## config.mk

```make
export PLATFORM = sky130hd
export DESIGN_NAME = elevator_scheduler
export DESIGN_NICKNAME = d
export VERILOG_FILES = /design/src/rtl/elevator_pkg.sv /design/src/rtl/elevator_timer.sv /design/src/rtl/elevator_scheduler.sv
export SDC_FILE = /design/constraint.sdc
export NUM_CORES = 1
export LEC_CHECK = 0
export CORE_MARGIN = 3
export CORE_UTILIZATION = 35
export DETAILED_ROUTE_END_ITERATION = 10
export SETUP_SLACK_MARGIN = 0.05
export SLEW_MARGIN = 10
export SYNTH_ARGS = -nofsm -noshare
export SYNTH_HDL_FRONTEND = slang
export SYNTH_SLANG_ARGS = --single-unit
```

## constraint.sdc

```tcl
create_clock -name clock -period 2.43 [get_ports clock]
set_input_delay 0.486 -clock clock [delete_from_list [all_inputs] [get_ports clock]]
set_output_delay 0.486 -clock clock [all_outputs]
set_load 0.02 [all_outputs]
```

## src/rtl/elevator_pkg.sv

```systemverilog
// Shared types and request-map helpers for the elevator car controller.
package elevator_pkg;

  // Upper bound on floors the helpers can scan; request maps are zero-extended to this width.
  localparam int unsigned MAX_FLOORS = 32;

  typedef enum logic [1:0] {
    StIdle,
    StMoveUp,
    StMoveDown,
    StDoorOpen
  } state_t;

  typedef enum logic {
    DirUp,
    DirDown
  } dir_t;

  // Any request strictly above floor flr.
  function automatic logic req_above(input logic [MAX_FLOORS-1:0] pend,
                                     input int unsigned flr);
    logic [MAX_FLOORS-1:0] upto;
    upto = (MAX_FLOORS'(2) << flr) - MAX_FLOORS'(1);
    return |(pend & ~upto);
  endfunction

  // Any request strictly below floor flr.
  function automatic logic req_below(input logic [MAX_FLOORS-1:0] pend,
                                     input int unsigned flr);
    logic [MAX_FLOORS-1:0] under;
    under = (MAX_FLOORS'(1) << flr) - MAX_FLOORS'(1);
    return |(pend & under);
  endfunction

endpackage

```

## src/rtl/elevator_timer.sv

```systemverilog
// Loadable down-counter with load/enable and a zero flag; used for travel and door timing.
module elevator_timer #(
  parameter int unsigned WIDTH = 3
) (
  input  logic             clock,
  input  logic             reset,
  input  logic             load,
  input  logic [WIDTH-1:0] load_value,
  input  logic             enable,
  output logic             zero
);

  logic [WIDTH-1:0] count_q, count_d;

  always_comb begin
    count_d = count_q;
    if (load) begin
      count_d = load_value;
    end else if (enable && (count_q != '0)) begin
      count_d = count_q - WIDTH'(1);
    end
  end

  always_ff @(posedge clock) begin
    if (reset) begin
      count_q <= '0;
    end else begin
      count_q <= count_d;
    end
  end

  assign zero = (count_q == '0);

endmodule

```

## src/rtl/elevator_scheduler.sv

```systemverilog
// SCAN car controller: latches floor requests, steps the car and opens the door at served floors.
// Optional ELEV_EMERGENCY_STOP_EN adds an emergency input that freezes the car and its timers.
module elevator_scheduler
  import elevator_pkg::*;
#(
  parameter int unsigned NUM_FLOORS    = 4,
  parameter int unsigned FLOOR_W       = 2,
  parameter int unsigned TRAVEL_CYCLES = 8,
  parameter int unsigned DOOR_CYCLES   = 6
) (
  input  logic                  clock,
  input  logic                  reset,
  input  logic                  req_valid,
  input  logic [FLOOR_W-1:0]    req_floor,
`ifdef ELEV_EMERGENCY_STOP_EN
  input  logic                  emergency,
`endif
  output logic [FLOOR_W-1:0]    current_floor,
  output logic                  moving_up,
  output logic                  moving_down,
  output logic                  door_open,
  output logic [NUM_FLOORS-1:0] pending,
  output logic                  busy
);

  localparam int unsigned MAX_CYC = (TRAVEL_CYCLES > DOOR_CYCLES) ? TRAVEL_CYCLES : DOOR_CYCLES;
  localparam int unsigned CNT_W   = (MAX_CYC > 1) ? $clog2(MAX_CYC) : 1;
  localparam logic [CNT_W-1:0]   TRAVEL_LOAD = CNT_W'(TRAVEL_CYCLES - 1);
  localparam logic [CNT_W-1:0]   DOOR_LOAD   = CNT_W'(DOOR_CYCLES - 1);
  localparam logic [FLOOR_W-1:0] TOP_FLOOR   = FLOOR_W'(NUM_FLOORS - 1);

  state_t                state_q, state_d;
  dir_t                  dir_q, dir_d;
  logic [FLOOR_W-1:0]    floor_q, floor_d;
  logic [NUM_FLOORS-1:0] pending_q, pending_d;

  logic                  freeze;
  logic                  trv_load, trv_en, trv_zero;
  logic                  door_load, door_en, door_zero;
  logic [NUM_FLOORS-1:0] cur_mask, next_mask, set_mask, clr_mask;
  logic [FLOOR_W-1:0]    next_floor;
  logic                  up_leg, here_pend, next_pend, above, below, ahead_next;
  logic                  req_in_range, req_here;

`ifdef ELEV_EMERGENCY_STOP_EN
  assign freeze = emergency;
`else
  assign freeze = 1'b0;
`endif

  assign up_leg     = (state_q == StMoveUp);
  // Saturate at the end floors so the car can never wrap around.
  assign next_floor = up_leg ? ((floor_q != TOP_FLOOR) ? floor_q + FLOOR_W'(1) : floor_q)
                             : ((floor_q != '0)        ? floor_q - FLOOR_W'(1) : floor_q);

  assign cur_mask   = NUM_FLOORS'(1) << floor_q;
  assign next_mask  = NUM_FLOORS'(1) << next_floor;
  assign here_pend  = |(pending_q & cur_mask);
  assign next_pend  = |(pending_q & next_mask);
  assign above      = req_above(MAX_FLOORS'(pending_q), 32'(floor_q));
  assign below      = req_below(MAX_FLOORS'(pending_q), 32'(floor_q));
  assign ahead_next = up_leg ? req_above(MAX_FLOORS'(pending_q), 32'(next_floor))
                             : req_below(MAX_FLOORS'(pending_q), 32'(next_floor));

  assign req_in_range = req_valid && (32'(req_floor) < NUM_FLOORS);
  // A request for the floor whose door is open holds the door instead of queueing.
  assign req_here     = req_in_range && (state_q == StDoorOpen) && (req_floor == floor_q);
  assign set_mask     = (req_in_range && !req_here) ? (NUM_FLOORS'(1) << req_floor) : '0;

  // Next-state logic; clear beats set so a request arriving as its floor is served is consumed.
  always_comb begin
    state_d   = state_q;
    dir_d     = dir_q;
    floor_d   = floor_q;
    clr_mask  = '0;
    trv_load  = 1'b0;
    trv_en    = 1'b0;
    door_load = 1'b0;
    door_en   = 1'b0;
    if (!freeze) begin
      unique case (state_q)
        StIdle: begin
          if (here_pend) begin
            state_d   = StDoorOpen;
            clr_mask  = cur_mask;
            door_load = 1'b1;
          end else if ((dir_q == DirUp) && above) begin
            state_d  = StMoveUp;
            trv_load = 1'b1;
          end else if ((dir_q == DirDown) && below) begin
            state_d  = StMoveDown;
            trv_load = 1'b1;
          end else if (above) begin
            state_d  = StMoveUp;
            dir_d    = DirUp;
            trv_load = 1'b1;
          end else if (below) begin
            state_d  = StMoveDown;
            dir_d    = DirDown;
            trv_load = 1'b1;
          end
        end
        StMoveUp, StMoveDown: begin
          if (trv_zero) begin
            floor_d = next_floor;
            if (next_pend) begin
              state_d   = StDoorOpen;
              clr_mask  = next_mask;
              door_load = 1'b1;
            end else if (ahead_next) begin
              trv_load = 1'b1;
            end else begin
              state_d = StIdle;
            end
          end else begin
            trv_en = 1'b1;
          end
        end
        StDoorOpen: begin
          if (req_here) begin
            door_load = 1'b1;
          end else if (door_zero) begin
            state_d = StIdle;
          end else begin
            door_en = 1'b1;
          end
        end
        default: state_d = StIdle;
      endcase
    end
    pending_d = (pending_q | set_mask) & ~clr_mask;
  end

  always_ff @(posedge clock) begin
    if (reset) begin
      state_q   <= StIdle;
      dir_q     <= DirUp;
      floor_q   <= '0;
      pending_q <= '0;
    end else begin
      state_q   <= state_d;
      dir_q     <= dir_d;
      floor_q   <= floor_d;
      pending_q <= pending_d;
    end
  end

  always_comb begin
    current_floor = floor_q;
    moving_up     = (state_q == StMoveUp) && !freeze;
    moving_down   = (state_q == StMoveDown) && !freeze;
    door_open     = (state_q == StDoorOpen);
    pending       = pending_q;
    busy          = (state_q != StIdle) || (pending_q != '0);
  end

  elevator_timer #(
    .WIDTH(CNT_W)
  ) u_travel_timer (
    .clock     (clock),
    .reset     (reset),
    .load      (trv_load),
    .load_value(TRAVEL_LOAD),
    .enable    (trv_en),
    .zero      (trv_zero)
  );

  elevator_timer #(
    .WIDTH(CNT_W)
  ) u_door_timer (
    .clock     (clock),
    .reset     (reset),
    .load      (door_load),
    .load_value(DOOR_LOAD),
    .enable    (door_en),
    .zero      (door_zero)
  );

endmodule

```

* Word-level counts from Yosys, hierarchy flattened
Cells that the tools add are included.
Storage, ports and cells: bits in registers 15, bits of input ports 5, output and inout port bits 10
Cells by class: $add $sub $neg 8, eq/ne operators 10, shifts and indexed selects 7, multiplexer cells 45, bitwise logic cells 15, reductions and logical operators 31
Operators with widths (count):
- $and 4x32->32 | 4
- $reduce_or 32->1 | 4
- $sub 32x2->32 const B | 4
- $not 32->32 | 2
- $shl 1x2->32 const A | 2
- $shl 2x2->32 const A | 2
- $mux 2 | 13
- $mux 1 | 20
- $mux 4 | 4
- $and 4x4->4 | 3
- $mux 3 | 4
- $shl 1x2->4 const A | 3
- $reduce_and 5->1 | 2
- $reduce_bool 2->1 | 5
- $pmux 4 s2 | 1
- $reduce_or 4->1 | 2
- $logic_and 1x1->1 | 7
- $logic_not 3->1 | 2
- $ne 2x2->1 const B | 3
- $ne 6x6->1 const B | 1
- $pmux 2 s3 | 1
- $reduce_bool 3->1 | 2
- $sub 3x1->3 const B | 2
- $eq 2x2->1 const B | 2
- 17 further kinds | 21

* Logic depth before layout (Yosys ltp)
Gate-level depths: netlist of the first run.
depth in word-level cells 14, mapped depth 7

* Cells and area by module
A second synthesis of the first run with hierarchy kept.
Second synthesis, totals: cells, all modules 151, area total of the unflattened synthesis 1203.7 um^2
Modules (own cells, without submodules):
- elevator_scheduler | instances 1, cells an instance 109, area an instance 838.3 um^2, sequential area each 180.2 um^2
- elevator_timer | instances 2, cells an instance 21, area an instance 182.7 um^2, sequential area each 60.1 um^2

* Worst setup path before layout of the first run
Ideal clock, no wire load.
kind register to register, start reg state_q[1], end reg state_q[0], arrival time 1.837 ns, slack 0.507 ns, cell stages (with the launch flop) 8, path buffers 0, clock period less this slack 1.923 ns, cells stage by stage dfxtp_1 > inv_1 > ha_1 > inv_1 > a2bb2o_2 > a2111oi_4 > nor3b_2 > a221oi_2
Between the ends: cells in the longest elaborated chain, start to end 10, elaborated cells on any way between the ends 30, those cells by class add/sub: 2; eq/ne: 8; shift: 3; mux: 5; bitwise: 4; reduce/logical: 8
RTL lines:
- from (decl) | RTL line elevator_scheduler.sv:32 | state_t state_q, state_d;
- from (signal assigned) | RTL line elevator_scheduler.sv:136 | state_q <= StIdle;
- from (signal assigned) | RTL line elevator_scheduler.sv:141 | state_q <= state_d;
- $eq 2x1->1 *
- via moving_up | RTL line elevator_scheduler.sv:19 | output logic moving_up,
- $mux 2 | RTL line elevator_scheduler.sv:53 | assign next_floor = up_leg ? ((floor_q != TOP_FLOOR) ? floor_q + FLOOR_W'(1) : floor_q)
- $shl 2x2->32 | RTL line elevator_pkg.sv:23 | upto = (MAX_FLOORS'(2) << flr) - MAX_FLOORS'(1);
- $sub 32x2->32 | RTL line elevator_pkg.sv:23
- $not 32->32 | RTL line elevator_pkg.sv:24 | return |(pend & ~upto);
- $and 4x32->32 | RTL line elevator_pkg.sv:24
- $reduce_or 32->1 | RTL line elevator_pkg.sv:24
- $mux 1 | RTL line elevator_scheduler.sv:62 | assign ahead_next = up_leg ? req_above(MAX_FLOORS'(pending_q), 32'(next_floor))
- $ne 3x3->1 (no line)
- $reduce_and 5->1 (no line)
Mark *: on every way through the listed nets, which the timed path passes. The rest lies on a longest branch. The select of a mux whose other input is x is not followed. A chain may end at the register's enable or synchronous reset.

* Worst setup path after layout of the first run
start reg floor_q[1], in the netlist current_floor[1], end out current_floor[1]
RTL lines:
- from (decl) | RTL line elevator_scheduler.sv:34 | logic [FLOOR_W-1:0] floor_q, floor_d;
- from (signal assigned) | RTL line elevator_scheduler.sv:143 | floor_q <= floor_d;
- to (decl) | RTL line elevator_scheduler.sv:18 | output logic [FLOOR_W-1:0] current_floor,
No word-level cell between the ends.

==> reports/metrics.cfg, run 1 <==
[cts]
ctsHtreeMaxLevel=1
cts_tree=built
cts_buffer_depth=2
clock_latency_ps=290
cts_buffers=3
path_clk_slew_ps=100
cts_root_buffer=clkbuf_4
cts_sinks=15
post_cts.repair.setup_buffers=0

[min_path]
hold_path_class=register to register

[final_layout]
num_antenna_cells=0
fill_cells=351
area.growth.synth_to_final_pct=15.0
design_area_sq_um=1420
nets=169
drive_gt1_frac=0.130

[worst_setup_path]
cp_max_fo=20
critPathMaxStageDelay_ps=750
crit_chain=clkdlybuf4s50_1
cp.depth=1
worstSetupPathType=register to primary output
reg2reg_setup_slack_ps=440
critPathLaunch=current_floor[1]
cp_num_buf_inv=1
required_ps=1940
crit_family=flip-flops
setup.worst_path.start_class=register
r2r_start=state_q[1]
worst_setup_path_end_kind=primary output
cp_slowest_cell=dfxtp_1
arrival_ps=1760
rr_endpoint=state_q[0]
worstRegToRegCells=7
crit_end=current_floor[1]

[sta]
worst_pin_slew_ps=655
setup_viol=0
fin_setup_tns_ps=0
grt_setup_unrepaired=no
slew_headroom=0.562
whs_ps=532
max_freq_ghz=0.446
post-route-min-period_ps=2240
finalMaxSlewViolations=0
report.final.hold_viol_count=0
fin_worst_skew_ps=6.80
final.period_utilization=0.923

[grt]
track_usage=0.139
grt_pass1_vias=994
grt-ovfl-total=0
grt_max_degree=21
grt_pass1_wl_mm=4.66
antenna_found_initial=0

[route]
wl_per_cell_microns=14.0
drt-total-wl_mm=2.76
route.detailed.drc=0
drt_pass1_iterations=4
vias=1079
antenna_left=0
drt-initial-drc-count=84
via_per_inst=5.45

[power_and_ir_drop]
powerDensity_nw_per_um2=885
seq_power_share=0.290
p_sw_mw=0.575
ir_drop_mv=0.510
p_int_mw=0.682
p_leak_nw=0.480
clkPwrFrac=0.120
p_comb_frac=0.590
netSwitchingFraction=0.457

[synthesis]
ys_seq_elements=15
syn_area_sq_um=1230
postSynth.asyncResetShare=0
yosysWarnings=0
synthTopCellsByArea=dfxtp_1 24%, ha_1 9.1%, a21oi_1 4.1%
yosys.area.top_type=dfxtp_1
netlist.area_leader.share=0.243
synth_most_common_cell=dfxtp_1
syn_inst=142
avgSynthCellArea_sq_um=8.70
synth_edf_count=0
synth_commonest_cells=15 x dfxtp_1, 13 x inv_1, 10 x a21oi_1, 9 x ha_1, 7 x nor2_1
ys.flop_type=dfxtp_1
yosysUniqueCellTypes=51
synthesis.nets=156
ys_seq_area_frac=0.243

[floorplanning]
core_sq_um=3200
io_pins=15
start_util=0.386
fp.dieH_microns=65.4
rows=20
dieArea_sq_um=4280
die_w_microns=65.4

[outcome]
run_status=complete, no violations

[placement]
gp_congestion=0.816
place_area_sq_um=1390
io_buffers=14
dpl.hpwl_mm=2.08

[run]
cap_violations=0

[area by class of cell]
type / instances / area [sq um] / area share
Multi-Input combinational cell: 107 / 843 / 0.594
Sequential cell: 15 / 300 / 0.211
Timing Repair Buffer: 15 / 146 / 0.103
Tap cell: 44 / 55.1 / 0.0388
Inverter: 13 / 48.8 / 0.0344
Clock buffer: 4 / 26.3 / 0.0185
[worst min path at each step]
stage,start,to,cells after the start,slack (ps)
finish,dir_q,dir_q,2,530
CTS,dir_q,dir_q,2,530
detailed placement,dir_q,dir_q,2,510
floorplan,dir_q,dir_q,2,470
global placement,dir_q,dir_q,2,500
global route,u_door_timer.count_q[1],u_door_timer.count_q[1],1,580
[cells by family (layout without fill, tap and decap cells)]
group,count (synthesis),after routing,synth area share
AO/OA/AOI/OAI,46,46,0.306
AND/OR/NAND/NOR,41,41,0.191
buffers and inverters,20,32,0.0760
flip-flops,15,15,0.243
adder cells (fa/ha/maj),9,9,0.0912
XOR/XNOR,7,7,0.0496
multiplexers,4,4,0.0426
[cell usage in the layout (no fill, tap or decap), types with 2 or more instances in the layout]
cell type | Yosys | routed
nand4_1 | 2 | 2
mux2i_1 | 3 | 3
o21ai_0 | 5 | 5
and2_1 | 2 | 2
nand3_1 | 3 | 3
o21bai_1 | 2 | 2
ha_1 | 9 | 8
a221oi_2 | 2 | 2
xor2_1 | 2 | 2
nand2b_1 | 2 | 2
nor3_1 | 4 | 4
inv_1 | 13 | 13
clkbuf_4 | 0 | 3
nor2b_1 | 5 | 5
a21o_1 | 2 | 2
o21a_1 | 2 | 2
a21oi_1 | 10 | 10
nand2_1 | 6 | 6
a41oi_1 | 2 | 2
a311oi_1 | 2 | 2
nor3b_1 | 2 | 2
clkdlybuf4s50_1 | 0 | 13
or2_1 | 2 | 2
nor2_1 | 7 | 7
dfxtp_1 | 15 | 15
xnor2_1 | 5 | 5
a31oi_1 | 3 | 3
[flip-flops by register name (all words and copies together) (netlist names)]
| register | cells |
|---|---|
| u_travel_timer.count_q | 3 |
| u_door_timer.count_q | 3 |
| dir_q | 1 |
| state_q | 2 |
| pending | 4 |
| current_floor | 2 |
[layer usage]
layer,part of all wire,track usage,routed length [microns],vias to the layer above
met5,0,0,0,-
met4,0.0062,0.0233,17,0
met3,0.059,0.0359,163,4
met2,0.46,0.210,1280,36
met1,0.47,0.200,1300,501
li1,-,-,-,538
[power groups by stage]
stage / Clock (mW) / Sequential, mW / Combinational [mW]
2_1_floorplan: 0 / 0.358 / 0.575
3_3_place_gp: 0 / 0.369 / 0.728
3_5_place_dp: 0 / 0.370 / 0.749
4_1_cts: 0.158 / 0.365 / 0.747
5_1_grt: 0.176 / 0.376 / 0.824
6_report: 0.151 / 0.364 / 0.741
[per-stage QoR]
stage               utilization  total power [mW]  std cells  setup WS (ps)
finish                    0.443              1.26        198            187
global route              0.443              1.38        198           73.6
CTS                       0.443              1.27        198           99.1
detailed placement        0.435              1.12        194            320
global placement          0.435              1.10        194            375
floorplan                     -             0.933        142            507
[repair_timing]
| action | 4_1_cts | 5_1_grt |
|---|---|---|
| hold buffers | 0 | 0 |
| resized for setup | 1 | 1 |
| setup endpoints to repair | 1 | 1 |
[tightest hold or removal path, cell delays in order (launching register included)]
cell	delay, ps
dfxtp_1	340
o21ai_0	80
a21oi_1	70
(Power assumes the default switching activity.)
==> inputs of run 2 (changes only) <==
--- a/config.mk
+++ b/config.mk
@@ -5,11 +5,13 @@
 export SDC_FILE = /design/constraint.sdc
 export NUM_CORES = 1
 export LEC_CHECK = 0
+export CORE_ASPECT_RATIO = 0.8
 export CORE_MARGIN = 3
 export CORE_UTILIZATION = 35
 export DETAILED_ROUTE_END_ITERATION = 10
+export RECOVER_POWER = 100
 export SETUP_SLACK_MARGIN = 0.05
-export SLEW_MARGIN = 10
+export SLEW_MARGIN = 25
 export SYNTH_ARGS = -nofsm -noshare
 export SYNTH_HDL_FRONTEND = slang
 export SYNTH_SLANG_ARGS = --single-unit
==> run 2 against run 1 <==
- worst setup slack lost 19 ps
- sequential share of layout area is essentially flat
- critical endpoint is now moving_up
- final cell count shrank 1.0%
- global-route usage grew 1.0 points
- largest power group unchanged
- die area grew 0.10%
- register-to-register slack lost 150 ps
- via count is the same
- maximum frequency shrank 0.83%
==> reports/metrics.cfg, run 2 (synthesis gave the netlist of run 1 again) <==
[outcome]
run_status=complete, no violations

[floorplanning]
start_util=0.383
dieArea_sq_um=4280
io_pins=15
core_sq_um=3220
die_w_microns=72.4
rows=18
fp.dieH_microns=59.1

[final_layout]
area.growth.synth_to_final_pct=15.1
fin_cells=196
num_antenna_cells=0
design_area_sq_um=1420
largest_register_ffs=4
drive_gt1_frac=0.122
mostFrequentLayoutCells=15 x dfxtp_1, 13 x inv_1, 10 x a21oi_1
nets=171
final_common_cell=dfxtp_1
final_core_util=0.441
fill_cells=329

[route]
antenna_left=0
vias=1079
drt-initial-drc-count=90
route.detailed.drc=0
wl_per_cell_microns=14.8
drt_pass1_iterations=4
drt-total-wl_mm=2.91
via_per_inst=5.51

[cts]
cts_sinks=15
cts_buffers=3
clock_latency_ps=250
cts_buffer_depth=2
cts_root_buffer=clkbuf_8
path_clk_slew_ps=60
cts_tree=built
ctsHtreeMaxLevel=1
post_cts.repair.setup_buffers=0

[worst_setup_path]
reg2reg_setup_slack_ps=290
cp.depth=3
worstSetupPathType=register to primary output
worstRegToRegCells=7
cp_slowest_cell=dlygate4sd3_1
cp_max_fo=8
required_ps=1940
cp_num_buf_inv=2
setup.worst_path.start_class=register
arrival_ps=1780
critPathMaxStageDelay_ps=720
crit_chain=inv_1, ha_1, dlygate4sd3_1
crit_family=buffers and inverters
worst_setup_path_end_kind=primary output

[min_path]
whs_path_depth=2
hold_path_class=register to register

[sta]
grt_setup_unrepaired=no
whs_ps=509
fin_worst_skew_ps=3.74
post-route-min-period_ps=2260
slew_headroom=0.561
fin_ws_ps=168
finalMaxSlewViolations=0
report.final.hold_viol_count=0
final.period_utilization=0.931
max_freq_ghz=0.442
worst_pin_slew_ps=658
fin_setup_tns_ps=0
setup_viol=0

[placement]
gp_congestion=0.848
dp_cells=192
dpl.hpwl_mm=2.21
dp_slack_ps=364
io_buffers=14
place_area_sq_um=1400

[power_and_ir_drop]
p_leak_nw=0.523
p_total_mw=1.29
powerDensity_nw_per_um2=907
ir_drop_mv=0.506

[grt]
grt_pass1_vias=1025
grt-ovfl-total=0
grt_max_degree=21
antenna_found_initial=0
track_usage=0.149
grt_pass1_wl_mm=4.96

[run]
cap_violations=0

==> run 2: cell type report <==
class,count,area [sq um],share of cell area
Multi-Input combinational cell,107,821,0.577
Sequential cell,15,300,0.211
Timing Repair Buffer,17,156,0.110
Tap cell,40,50.0,0.0352
Inverter,13,48.8,0.0343
Clock buffer,4,45.0,0.0317
==> run 2: path summary, 6_finish.rpt <==
| path | startpoint | endpoint |
|---|---|---|
| setup reg to reg | state_q[1] | state_q[0] |
| hold / removal | dir_q | dir_q |
| setup / recovery | state_q[1] | moving_up |
| hold reg to reg | dir_q | dir_q |
==> run 2: where the power goes <==
group,internal (mW),leakage (nW),switching (mW)
Sequential,0.309,0.123,0.0548
Combinational,0.296,0.378,0.422
Clock,0.116,0.0228,0.0905
==> run 2: what timing repair did <==
item	in CTS	in global routing
resized for setup	0	1
endpoints found under the setup margin	0	1
endpoints found under the hold margin	0	0
hold buffers	0	0
==> run 2: worst min-delay path: cells and delay by family, from the launching register on <==
| kind | cells | cell delay [ps] |
|---|---|---|
| flops | 1 | 330 |
| compound gates | 2 | 130 |
==> run 2: routing by layer <==
metal | GRT usage | vias to the layer above | share of wire
li1 | - | 544 | -
met1 | 0.210 | 492 | 0.49
met2 | 0.218 | 36 | 0.42
met3 | 0.0458 | 7 | 0.081
met4 | 0.0447 | 0 | 0.013
met5 | 0 | - | 0
==> inputs of run 3 (changes only) <==
--- a/config.mk
+++ b/config.mk
@@ -5,6 +5,7 @@
 export SDC_FILE = /design/constraint.sdc
 export NUM_CORES = 1
 export LEC_CHECK = 0
+export CAP_MARGIN = 20
 export CORE_ASPECT_RATIO = 0.8
 export CORE_MARGIN = 3
 export CORE_UTILIZATION = 35
@@ -14,4 +15,5 @@
 export SLEW_MARGIN = 25
 export SYNTH_ARGS = -nofsm -noshare
 export SYNTH_HDL_FRONTEND = slang
+export SYNTH_HIERARCHICAL = 1
 export SYNTH_SLANG_ARGS = --single-unit
==> run 3 against run 2 <==
- non-clock buffer count grew 4
- combinational power grew 27%
- sequential power is essentially flat
- worst setup slack gained 27 ps
- sequential share of layout area shrank 0.75 points
- worst hold slack lost 1.2 ps
- register-to-register slack lost 40 ps
- clock power is essentially flat
- first-iteration DRC count shrank 23%
- synthesized cell count grew 6.3%
==> reports/metrics.cfg, run 3 <==
[final_layout]
area.growth.synth_to_final_pct=23.0
num_antenna_cells=0
mostFrequentLayoutCells=16 x inv_1, 14 x dfxtp_1, 12 x a21oi_1, 12 x nand2_1, 10 x dlygate4sd3_1
final_common_cell=inv_1
final_core_util=0.463
largest_register_ffs=4
drive_gt1_frac=0.115
nets=189

[sta]
grt_setup_unrepaired=no
fin_setup_tns_ps=0
max_freq_ghz=0.447
whs_ps=508
report.final.hold_viol_count=0
slew_headroom=0.570
post-route-min-period_ps=2230
fin_worst_skew_ps=7.28
setup_viol=0
final.period_utilization=0.920
worst_pin_slew_ps=643
finalMaxSlewViolations=0

[grt]
grt_max_degree=16
grt_pass1_wl_mm=5.22
grt_pass1_vias=1123
grt-ovfl-total=0
antenna_found_initial=0
track_usage=0.153

[power_and_ir_drop]
p_int_mw=0.817
p_sw_mw=0.660
p_leak_nw=0.623
clkPwrFrac=0.139
netSwitchingFraction=0.447
ir_drop_mv=0.430
powerDensity_nw_per_um2=998
p_comb_frac=0.615
seq_power_share=0.246

[worst_setup_path]
worstSetupPathType=register to primary output
setup.worst_path.start_class=register
cp_slowest_cell=dlygate4sd3_1
worst_setup_path_end_kind=primary output
crit_chain=inv_1, ha_1, nand2_1, dlygate4sd3_1
reg2reg_setup_slack_ps=250
required_ps=1940
critPathMaxStageDelay_ps=670
cp_max_fo=4
arrival_ps=1750

[route]
drt-initial-drc-count=69
drt_pass1_iterations=4
via_per_inst=5.63
wl_per_cell_microns=14.0
drt-total-wl_mm=3.00
antenna_left=0
route.detailed.drc=0
vias=1204

[synthesis]
yosysWarnings=6
postSynth.asyncResetShare=0
netlist.area_leader.share=0.249
ys_seq_elements=15
yosys.area.top_type=dfxtp_1
ys.flop_type=dfxtp_1
syn_area_sq_um=1200
syn_inst=151
synthTopCellsByArea=dfxtp_1 25%, ha_1 9.4%, a21oi_1 5.0%
synth_edf_count=0
synth_commonest_cells=16 x inv_1, 15 x dfxtp_1, 12 x a21oi_1, 12 x nand2_1, 9 x ha_1
yosysUniqueCellTypes=44
synth_most_common_cell=inv_1
ys_seq_area_frac=0.249
avgSynthCellArea_sq_um=7.97

[cts]
cts_tree=built
cts_buffers=3
ctsHtreeMaxLevel=1
cts_sinks=15
clock_latency_ps=250
cts_root_buffer=clkbuf_8
holdBufCountCts=0
cts_buffer_depth=2
path_clk_slew_ps=70
post_cts.repair.setup_buffers=0

[min_path]
hold_path_class=register to register

[placement]
gp_congestion=0.858
io_buffers=14
dpl.hpwl_mm=2.26

[floorplanning]
start_util=0.376
die_w_microns=71.6
rows=18
fp.dieH_microns=58.5
dieArea_sq_um=4180
io_pins=15
core_sq_um=3200

[outcome]
run_status=complete, no violations

[run]
cap_violations=0

[run 3: metrics by stage]
step / total power [mW] / setup slack, ps / instance area, sq um / std cells
5_1_grt: 1.62 / 43.7 / 1480 / 214
3_3_place_gp: 1.27 / 151 / 1430 / 210
4_1_cts: 1.49 / 153 / 1470 / 214
2_1_floorplan: 1.02 / 253 / 1220 / 155
3_5_place_dp: 1.28 / 125 / 1430 / 210
6_report: 1.48 / 195 / 1480 / 214
[run 3: area by class of cell]
type	instances	area [sq um]
timing repair buffer	21	193
tap	40	50.0
sequential	15	302
inverter	16	60.1
multi-input combinational	118	831
clock buffer	4	45.0
fill	316	1720
[run 3: per-layer routing]
layer  vias up  routed length [microns]  track usage
met5         -                        0            0
met4         0                       23       0.0322
met3         4                      217       0.0375
met2        50                     1310        0.238
met1       559                     1450        0.215
li1        591                        -            -
[run 3: worst paths after layout]
path,endpoint,from,depth (start not counted)
worst max-delay path,busy,state_q[0],4
worst min-delay path,dir_q,dir_q,2
worst max register to register,u_door_timer/count_q[1],current_floor[0],6
worst min register to register,dir_q,dir_q,2
[run 3: cell families (layout without fill, tap and decap cells)]
logic type               Yosys count  after routing  share of synthesized area
AND/OR/NAND/NOR                   46             46                      0.218
buffers and inverters             22             41                     0.0790
AO/OA/AOI/OAI                     50             50                      0.286
flip-flops                        15             15                      0.249
multiplexers                       2              2                     0.0312
XOR/XNOR                           5              5                     0.0364
adder cells (fa/ha/maj)            9              9                     0.0936
other                              2              6                    0.00624
[run 3: repair_timing]
item	in CTS	in global routing
gates resized for setup	0	3
endpoints found under the setup margin	0	4
endpoints found under the hold margin	0	0
[run 3: power by group through the flow]
stage          Combinational, mW  Clock (mW)  Sequential, mW
3_5_place_dp               0.915           0           0.368
6_report                   0.909       0.205           0.363
5_1_grt                     1.03       0.220           0.375
2_1_floorplan              0.655           0           0.364
3_3_place_gp               0.905           0           0.366
4_1_cts                    0.918       0.211           0.363
[run 3: worst max-delay path, delay by kind of cell (launching register included)]
family	cells	cell delay, ps
buffers and inverters	2	780
adders and majority gates	1	250
DFF	1	390
and+or+nand+nor	1	90
